<file path="src/rtl/uart_pkg.sv">
// Shared UART definitions: FSM encoding, default frame geometry and the parity helper
// used by both the receive and transmit paths.
package uart_pkg;

  localparam logic [2:0] S_IDLE   = 3'd0;
  localparam logic [2:0] S_START  = 3'd1;
  localparam logic [2:0] S_DATA   = 3'd2;
  localparam logic [2:0] S_PARITY = 3'd3;
  localparam logic [2:0] S_STOP   = 3'd4;

  localparam int DEF_DATA_BITS  = 8;
  localparam int DEF_OVERSAMPLE = 16;

  // Parity bit that makes data+bit match the requested sense; data is zero-extended.
  function automatic logic calc_parity(input logic [8:0] data, input logic odd);
    return (^data) ^ odd;
  endfunction

endpackage

</file>
<file path="src/rtl/rx_sync2.sv">
// Two-flop synchroniser for an asynchronous single-bit input; reset value selectable.
module rx_sync2 #(
  parameter logic RST_VAL = 1'b1
) (
  input  logic i_clk,
  input  logic i_reset_n,
  input  logic i_d,
  output logic o_q
);

  logic meta_q, sync_q;

  always_ff @(posedge i_clk or negedge i_reset_n) begin
    if (!i_reset_n) begin
      meta_q <= RST_VAL;
      sync_q <= RST_VAL;
    end else begin
      meta_q <= i_d;
      sync_q <= meta_q;
    end
  end

  assign o_q = sync_q;

endmodule

</file>
<file path="src/rtl/uart_rx_frame_ctrl.sv">
// UART receive framing: start detection, mid-bit sampling of data/parity/stop on an
// oversampled baud tick, and valid/ready presentation of the assembled word.
module uart_rx_frame_ctrl
  import uart_pkg::*;
#(
  parameter int DATA_BITS  = DEF_DATA_BITS,
  parameter int OVERSAMPLE = DEF_OVERSAMPLE,
  parameter int PARITY_EN  = 0,
  parameter int PARITY_ODD = 0
) (
  input  logic                 i_clk,
  input  logic                 i_reset_n,
  input  logic                 i_baud_tick,
  input  logic                 i_rx,
  input  logic                 i_ready,
  output logic [DATA_BITS-1:0] o_data,
  output logic                 o_valid,
  output logic                 o_frame_err,
  output logic                 o_parity_err,
  output logic                 o_overrun,
  output logic                 o_busy
);

  localparam int CW = $clog2(OVERSAMPLE);
  localparam int IW = $clog2(DATA_BITS + 1);
  localparam logic [CW-1:0] CNT_MID  = CW'(OVERSAMPLE / 2 - 1);
  localparam logic [CW-1:0] CNT_LAST = CW'(OVERSAMPLE - 1);
  localparam logic [IW-1:0] IDX_LAST = IW'(DATA_BITS - 1);
  localparam logic          ODD      = (PARITY_ODD != 0);

  logic                 rx_s;
  logic [2:0]           state_q, state_d;
  logic                 armed_q, armed_d;
  logic [CW-1:0]        cnt_q, cnt_d;
  logic [IW-1:0]        idx_q, idx_d;
  logic [DATA_BITS-1:0] sh_q, sh_d;
  logic                 perr_q, perr_d;
  logic                 stop_q, stop_d;
  logic                 done_q, done_d;
  logic [DATA_BITS-1:0] data_q;
  logic                 valid_q, ferr_q, perro_q, ovr_q;

  rx_sync2 #(.RST_VAL(1'b1)) u_sync (
    .i_clk     (i_clk),
    .i_reset_n (i_reset_n),
    .i_d       (i_rx),
    .o_q       (rx_s)
  );

  always_comb begin
    state_d = state_q;
    armed_d = armed_q;
    cnt_d   = cnt_q;
    idx_d   = idx_q;
    sh_d    = sh_q;
    perr_d  = perr_q;
    stop_d  = stop_q;
    done_d  = 1'b0;
    if (i_baud_tick) begin
      case (state_q)
        S_IDLE: begin
          // Requiring a high sample first keeps a held-low line from retriggering.
          armed_d = rx_s;
          if (armed_q && !rx_s) begin
            state_d = S_START;
            cnt_d   = '0;
          end
        end
        S_START: begin
          if (cnt_q == CNT_MID) begin
            if (rx_s) state_d = S_IDLE;
            else begin
              state_d = S_DATA;
              cnt_d   = '0;
              idx_d   = '0;
            end
          end else cnt_d = cnt_q + CW'(1);
        end
        S_DATA: begin
          if (cnt_q == CNT_LAST) begin
            sh_d  = {rx_s, sh_q[DATA_BITS-1:1]};
            cnt_d = '0;
            idx_d = idx_q + IW'(1);
            if (idx_q == IDX_LAST) state_d = (PARITY_EN != 0) ? S_PARITY : S_STOP;
          end else cnt_d = cnt_q + CW'(1);
        end
        S_PARITY: begin
          if (cnt_q == CNT_LAST) begin
            perr_d  = calc_parity(9'(sh_q), ODD) ^ rx_s;
            cnt_d   = '0;
            state_d = S_STOP;
          end else cnt_d = cnt_q + CW'(1);
        end
        S_STOP: begin
          // Leave half a bit early so the next start edge is not missed.
          if (cnt_q == CNT_LAST) begin
            stop_d  = rx_s;
            done_d  = 1'b1;
            cnt_d   = '0;
            state_d = S_IDLE;
          end else cnt_d = cnt_q + CW'(1);
        end
        default: state_d = S_IDLE;
      endcase
    end
  end

  always_ff @(posedge i_clk or negedge i_reset_n) begin
    if (!i_reset_n) begin
      state_q <= S_IDLE;
      armed_q <= 1'b0;
      cnt_q   <= '0;
      idx_q   <= '0;
      sh_q    <= '0;
      perr_q  <= 1'b0;
      stop_q  <= 1'b0;
      done_q  <= 1'b0;
    end else begin
      state_q <= state_d;
      armed_q <= (state_d == S_IDLE) ? armed_d : 1'b0;
      cnt_q   <= cnt_d;
      idx_q   <= idx_d;
      sh_q    <= sh_d;
      perr_q  <= perr_d;
      stop_q  <= stop_d;
      done_q  <= done_d;
    end
  end

  always_ff @(posedge i_clk or negedge i_reset_n) begin
    if (!i_reset_n) begin
      data_q  <= '0;
      valid_q <= 1'b0;
      ferr_q  <= 1'b0;
      perro_q <= 1'b0;
      ovr_q   <= 1'b0;
    end else if (done_q) begin
      data_q  <= sh_q;
      ferr_q  <= ~stop_q;
      perro_q <= perr_q;
      valid_q <= 1'b1;
      ovr_q   <= valid_q & ~i_ready;
    end else begin
      ovr_q <= 1'b0;
      if (valid_q && i_ready) valid_q <= 1'b0;
    end
  end

  assign o_data       = data_q;
  assign o_valid      = valid_q;
  assign o_frame_err  = ferr_q;
  assign o_parity_err = perro_q;
  assign o_overrun    = ovr_q;
  assign o_busy       = (state_q != S_IDLE);

endmodule

</file>
<file path="config.mk">
export PLATFORM = sky130hd
export DESIGN_NAME = uart_rx_frame_ctrl
export DESIGN_NICKNAME = d
export VERILOG_FILES = /design/src/rtl/uart_pkg.sv /design/src/rtl/rx_sync2.sv /design/src/rtl/uart_rx_frame_ctrl.sv
export SDC_FILE = /design/constraint.sdc
export NUM_CORES = 1
export LEC_CHECK = 0
export BUFFER_PORTS_ARGS = -buffer_cell sky130_fd_sc_hd__buf_2
export CORE_UTILIZATION = 45
export DETAILED_ROUTE_END_ITERATION = 8
export MAX_ROUTING_LAYER = met4
export SLEW_MARGIN = 25
export SYNTH_ARGS = -nofsm -noshare
export SYNTH_HDL_FRONTEND = slang
export SYNTH_HIERARCHICAL = 1
export SYNTH_SLANG_ARGS = --single-unit
</file>
<file path="constraint.sdc">
create_clock -name i_clk -period 2.1 [get_ports i_clk]
set_input_delay 0.21 -clock i_clk [delete_from_list [all_inputs] [get_ports i_clk]]
set_output_delay 0.21 -clock i_clk [all_outputs]
set_load 0.01 [all_outputs]
</file>
==> metrics list, run 1 <==
- Setup CP Type: reg -> reg
- Number of core rows: 22
- STA classifies the critical path endpoint as a flop.
* Remaining design rule violation count: 0
- TritonCTS built the clock tree.
- Largest net degree at the start of global routing: 38
- Number of nets with antenna violations after routing: 0
- The total overflow left after global routing is 0.
- Data arrival time at the worst-slack endpoint: 2060 ps
* Number of buffers created by CTS: 5
- Dividing the final minimum period by the clock period gives 0.903.
- In this run the post-CTS setup repair buffer count came out at 0.
- The clock reaches the later pin of the worst-skew pair after about 280 ps.
* RSZ-0062 raised after global routing: false
* Mean area per synthesized cell: between 10 and 15 um2
- Setup tns final: 0 ps
* WL met1: between 1000 and 1500 um
* Ys flop type: sky130_fd_sc_hd__dfrtp_1
- Fin nets: roughly 170
- Fillers: 330
- Setup violations remaining at the end of the flow were counted as 0.
- DRT Pass-1 Iters: 4
- Class of the tightest hold or removal check: in -> async
* Post-CTS resize count: 0
* Cell-by-cell trace of the critical path: or3b_4, o22ai_2, nand2_2, nor2_4, mux2_2
* Critical path data required time: around 2300 ps
* Global placer's final weighted congestion: roughly 0.85
- Summed over all cells, the static leakage comes to about 0.95 nW.
- Of all nets on the critical path, the largest fanout is 10.
- In this run the register-to-register setup slack is approximately 200 ps.
- Yosys synthesis warning count: 6
- Nature of the critical path startpoint: flop
* CP max stage cell: sky130_fd_sc_hd__dfrtp_1
* H-tree depth reported by CTS: 2
* Wire length reported by the detailed router: roughly 2900 um
- Total number of vias: 1130
- Initial drt markers: slightly above 50
* Proportion of synthesized flip-flops having asynchronous set or reset: 1.00
- Via/cell ratio: 5.31
- Minimum period implied by the final worst setup slack: between 1500 and 2000 ps
- Of the total power, the share spent switching nets is 0.292.
- After clock tree synthesis, the flow added hold-fix buffers numbering 0.
* Final non-filler cell area: about 1900 um2
* Number of instances in the synthesized netlist: roughly 150
- Headroom to the max-slew limit: 0.483
- The number of cells on the worst reg-to-reg path is 5.
* Number of buffers between clock root and the deepest sink: 2
- Distinct cell type count after synthesis: 43
* Worst supply voltage drop on vdd: 505 uV
* Pwr per Cell Area: between 800 and 900 nW/um2
- The routed design uses 1390 um of met2 wire.
- Total internal power: ~1.1 mW
* Highest routing layer actually used: met4
* Core Region: between 3000 and 4000 um2
- The run finished with clean final reports.
* Global-route usage over all layers: 0.172
- Of the total power, combinational logic draws 0.208.
- Die outline area: 4090 um2
- Global-route wire length before repair: 5160 um
* Net Count, Synth: 152
- EDFF count, synth: 0
* Vias in the first global route: ~1.2k
- Sequential share of power: 0.508
- Worst path buffer plus inverter count: 0
* Placed standard-cell area: 1850 um2
* Largest stage delay on the critical path: 460 ps
* Clk_skew: 3.53 ps
- Origin of the critical flop-to-flop path: cnt_q[3]
- Die height: between 60 and 70 um
* P_sw: approximately 470 uW
- Peak Freq: approximately 0.53 GHz
- Across the run, the number of max-cap violations was 0.
- Sequential cell area fraction in the yosys report: 0.537
* Proportion of power drawn by the clock network: 0.284
* Final Hold Fails: 0
* Number of top-level design ports: 18
- Synthesized flop and latch total: 37
* Delay-heaviest family, CP: simple AND/OR/NAND/NOR gates
- Antenna violations before repair: 0
- The endpoint identified for the worst register-to-register timing path is sh_q[7].
* Clock sink count: 37
* Avg WL per Cell: 13.7 um
- The repair_antennas step left the layout with diodes totalling 0.
* Slew at the pin with the worst max-slew slack: 776 ps
* Clock transition at the registers of the reported paths: around 70 ps
- Relative to the synthesized area, the layout overhead comes to 11.5%.
- The die is about 64 um wide.
- Clock root cell: sky130_fd_sc_hd__clkbuf_8
* Total design power: between 1.5 and 2 mW
* Starting density of the core: 0.472
* Detailed route wirelength on metal3: ~120 um
- Synthesized area: 1730 um2
* Worst slack on hold paths: ~3.0 ps
- After legalization and detailed placement, the total HPWL measured a little over 2000 um.
- IO buf count: 17
* Layout cells sized above 1: 0.333
* Final slew viol count: 0
-- worst max path at each step --
| stage | to | start | cells past startpoint |
|---|---|---|---|
| 2_1_floorplan | sh_q[0] | cnt_q[3] | 6 |
| 3_3_place_gp | sh_q[4] | cnt_q[3] | 5 |
| 3_5_place_dp | sh_q[7] | cnt_q[3] | 5 |
| 4_1_cts | sh_q[7] | cnt_q[3] | 5 |
| 5_1_grt | sh_q[7] | cnt_q[3] | 5 |
| 6_report | sh_q[7] | cnt_q[3] | 5 |
-- area by class of cell --
class	count	area, um2	share of cell area
clock buffer	6	72.6	0.0377
clock inverter	1	8.76	0.00455
inverter	4	15.0	0.00779
multi-input combinational	97	734	0.381
sequential	37	928	0.482
tap	48	60.1	0.0312
timing repair buffer	20	108	0.0558
-- cells by family after synthesis --
kind of cell    count (synthesis)  synth area share
flops                          37             0.537
fa+ha+maj                       2            0.0145
mux                            21             0.136
compound gates                 22            0.0905
buf+inv                        11            0.0376
simple gates                   42             0.133
xor+xnor                       10            0.0507
-- cell usage after synthesis (2+ instances only) --
cell type                  instances  area (um2)
sky130_fd_sc_hd__a21o_1            3        22.5
sky130_fd_sc_hd__a22o_1            2        17.5
sky130_fd_sc_hd__a22o_2            2        20.0
sky130_fd_sc_hd__buf_6             2        22.5
sky130_fd_sc_hd__dfrtp_1          35         876
sky130_fd_sc_hd__dfstp_2           2        52.6
sky130_fd_sc_hd__ha_1              2        25.0
sky130_fd_sc_hd__inv_1             4        15.0
sky130_fd_sc_hd__mux2_2           20         225
sky130_fd_sc_hd__nand2_1           8        30.0
sky130_fd_sc_hd__nand2b_1          2        12.5
sky130_fd_sc_hd__nand3_1           8        40.0
sky130_fd_sc_hd__nand3b_1          2        15.0
sky130_fd_sc_hd__nor2_1            7        26.3
sky130_fd_sc_hd__nor3_1            4        20.0
sky130_fd_sc_hd__o21ai_0           7        35.0
sky130_fd_sc_hd__xnor2_1           9        78.8
-- layer usage --
layer  vias up  track usage
li1        550            -
met1       547        0.220
met2        26        0.257
met3         7       0.0339
met4         0       0.0966
met5         -            -
-- placed cells by master, fill, tap and decap left out, types with 3 or more instances in the layout --
| master | n |
|---|---|
| sky130_fd_sc_hd__xnor2_1 | 9 |
| sky130_fd_sc_hd__nor3_1 | 4 |
| sky130_fd_sc_hd__clkbuf_8 | 5 |
| sky130_fd_sc_hd__buf_4 | 3 |
| sky130_fd_sc_hd__nand3_1 | 8 |
| sky130_fd_sc_hd__buf_2 | 17 |
| sky130_fd_sc_hd__a21o_1 | 3 |
| sky130_fd_sc_hd__nor2_1 | 7 |
| sky130_fd_sc_hd__inv_1 | 4 |
| sky130_fd_sc_hd__o21ai_0 | 7 |
| sky130_fd_sc_hd__dfrtp_1 | 35 |
| sky130_fd_sc_hd__mux2_2 | 20 |
| sky130_fd_sc_hd__nand2_1 | 8 |
-- through the flow --
step                std cells  setup WS (ps)   util
floorplan                 145            323      -
global placement          206            266  0.504
detailed placement        206            196  0.504
CTS                       213            178  0.526
global route              213            116  0.526
finish                    213            204  0.526
-- flip-flops by register name (all words and copies together), names as in the netlist --
signal and count:
done_q 1, u_sync/o_q 1, sh_q 8, o_frame_err 1
perr_q 1, u_sync/meta_q 1, o_data 8, o_parity_err 1
armed_q 1, idx_q 4, o_overrun 1, stop_q 1
cnt_q 4, state_q 3, o_valid 1
-- power groups by stage --
stage,Sequential (mW),Clock [mW],Combinational (mW)
6_report,0.823,0.460,0.336
5_1_grt,0.830,0.509,0.379
3_3_place_gp,0.833,0,0.327
4_1_cts,0.822,0.481,0.338
2_1_floorplan,0.815,0,0.289
3_5_place_dp,0.834,0,0.336
No activity file was read; power rests on OpenSTA's default activity.
==> inputs of run 2 (changes only) <==
--- a/config.mk
+++ b/config.mk
@@ -8,6 +8,7 @@
 export BUFFER_PORTS_ARGS = -buffer_cell sky130_fd_sc_hd__buf_2
 export CORE_UTILIZATION = 45
 export DETAILED_ROUTE_END_ITERATION = 8
+export HOLD_SLACK_MARGIN = 0.03
 export MAX_ROUTING_LAYER = met4
 export SLEW_MARGIN = 25
 export SYNTH_ARGS = -nofsm -noshare
==> run 2 against run 1 <==
Net effect: register-to-register slack barely moved; count of clock-buffer cells in the layout unchanged; sequential share of layout area decreased by 0.25 points; largest power group unchanged.
==> metrics list, run 2 (synthesis gave the netlist of run 1 again) <==
- Share of the clock period used by the worst path: 0.903
- Most frequent cells in the layout: sky130_fd_sc_hd__dfrtp_1 (35), sky130_fd_sc_hd__mux2_2 (20), sky130_fd_sc_hd__buf_2 (17), sky130_fd_sc_hd__xnor2_1 (9)
- Core Region: around 3700 um2
- Status: complete, no violations
* Die outline area: 4090 um2
- The first detailed-routing pass took 4 iterations.
- The final hold violation count came to 0.
* H-tree depth reported by CTS: 2
* Vias in the first global route: 1160
* Share of the core filled with cells in the final layout: 0.529
* P_sw: approximately 470 uW
* Headroom to the max-slew limit: 0.483
- Count of maximum capacitance violations: 0
* Number of buffers between clock root and the deepest sink: 2
- Worst slack on hold paths: 3.02 ps
* Initial drt markers: between 50 and 60
* Setup CP Type: reg -> reg
- Relative to the synthesized area, the layout overhead comes to 12.1%.
* Number of top-level design ports: 18
- Number of core rows: 22
- The share of total power dissipated in the clock network is 0.284.
- The worst-case IR drop observed on VDD is 505 uV.
- Global placer's final weighted congestion: around 0.85
- Wire length reported by the detailed router: about 2900 um
* PnR worst setup slack: 204 ps
- After the last flow step, the layout net total stands at between 150 and 200.
- Nature of the critical path startpoint: flop
* Clock root cell: sky130_fd_sc_hd__clkbuf_8
- Static leakage: ~0.96 nW
* Total number of vias: 1134
- Timing analysis after detailed placement gives a worst setup slack of 196 ps.
* Final slew viol count: 0
* Setup tns final: 0 ps
* Clock transition at the registers of the reported paths: 70 ps
- Clock sink count: 37
- Cell-by-cell trace of the critical path: or3b_4, o22ai_2, nand2_2, nor2_4, mux2_2
- Largest stage delay on the critical path: 460 ps
* # diodes: 0
- For this configuration, the core starts out at a cell density of 0.472.
- In the global route stage, overall resource usage came out at 0.173.
- Worst Setup End Kind: flop
- RSZ-0062 raised after global routing: false
* Class of the tightest hold or removal check: in -> async
- The die is 64.0 um wide.
* Largest net degree at the start of global routing: 38
* Commonest non-fill, non-tap cell in the layout: sky130_fd_sc_hd__dfrtp_1
- Clock tree from TritonCTS: yes
- Once detail routing completed, the nets flagged for antenna violations numbered 0.
- The count of buffers added on input and output ports is 17.
- Leftover overflow at the end of global routing: 0
- Post-CTS resize count: 0
- Minimum period implied by the final worst setup slack: ~1900 ps
* Setup violation total in the final timing report: 0
- Half-perimeter wire length after detailed placement: between 2000 and 2500 um
- Of the cells placed in the final design, the portion with a size suffix greater than 1 is 0.331.
- Clk_skew: between 3 and 4 ps
- The number of antenna violations at the first check in global routing was 0.
- For this design the ratio of total power to cell area is about 840 nW/um2.
- CP max FO: 10
- Using the TritonRoute via totals, the vias-per-cell ratio works out to ~5.3.
- Die height: about 64 um
- Counting the fill cells in the layout gives ~330.
* Slew at the pin with the worst max-slew slack: between 700 and 800 ps
- Of the total power, combinational logic draws 0.208.
* Total internal power: 1.15 mW
- Summing internal, switching and leakage power gives 1.62 mW.
- Global-route wire length before repair: between 5000 and 6000 um
* Peak Freq: 0.527 GHz
* Remaining design rule violation count: 0
- Fraction of power spent switching nets: 0.292
- Clock latency on the worst-skew pair: around 280 ps
- For the worst setup path, the data required time is 2270 ps.
- TritonCTS created 5 clock buffers.
* CP max stage cell: sky130_fd_sc_hd__dfrtp_1
* Avg WL per Cell: ~14 um
- Data arrival time at the worst-slack endpoint: approximately 2000 ps
- Of the total power, registers draw 0.508.
## run 2: path summary, 6_finish.rpt
kind                          startpoint         end  slack, ps  depth (start not counted)
min in group i_clk               i_ready     o_valid        220                          3
hold reg to reg            u_sync/meta_q  u_sync/o_q        360                          0
setup / recovery                cnt_q[3]     sh_q[7]        200                          5
max in group asynchronous      i_reset_n     sh_q[2]       1600                          1
setup reg to reg                cnt_q[3]     sh_q[7]        200                          5
hold / removal                 i_reset_n    cnt_q[2]          3                          1
## run 2: critical path, delay by kind of cell, from the launching register on
family	cells	cell delay, ps
compound gates	1	130
flops	1	460
mux	1	380
simple gates	3	810
## run 2: what timing repair did
item,4_1_cts,5_1_grt
hold endpoints to repair,1,0
buffers inserted,0,0
hold buffers,1,0
## run 2: area by class of cell
type | instances | area [um2] | area share
clock buffer | 6 | 72.6 | 0.0375
timing repair buffer | 21 | 118 | 0.0607
clock inverter | 1 | 8.76 | 0.00452
sequential | 37 | 928 | 0.479
inverter | 4 | 15.0 | 0.00775
tap | 48 | 60.1 | 0.0310
multi-input combinational | 97 | 734 | 0.379
## run 2: routing by layer
| metal | track usage | up-vias | wire (um) | part of all wire |
|---|---|---|---|---|
| li1 | - | 552 | - | - |
| met3 | 0.0339 | 7 | 119 | 0.041 |
| met2 | 0.259 | 26 | 1390 | 0.47 |
| met1 | 0.220 | 549 | 1360 | 0.46 |
| met5 | - | - | 0 | 0 |
| met4 | 0.0966 | 0 | 63 | 0.021 |
## run 2: power groups by stage
stage / Combinational (mW) / Sequential, mW / Clock (mW)
after floorplan: 0.289 / 0.815 / 0
after global placement: 0.327 / 0.833 / 0
after detailed placement: 0.336 / 0.834 / 0
after CTS: 0.339 / 0.822 / 0.481
after global routing: 0.380 / 0.830 / 0.509
final: 0.337 / 0.823 / 0.460
## run 2: through the flow
step,std cells,cell area [um2]
floorplan,145,1730
global placement,206,1850
detailed placement,206,1850
CTS,214,1940
global route,214,1940
finish,214,1940
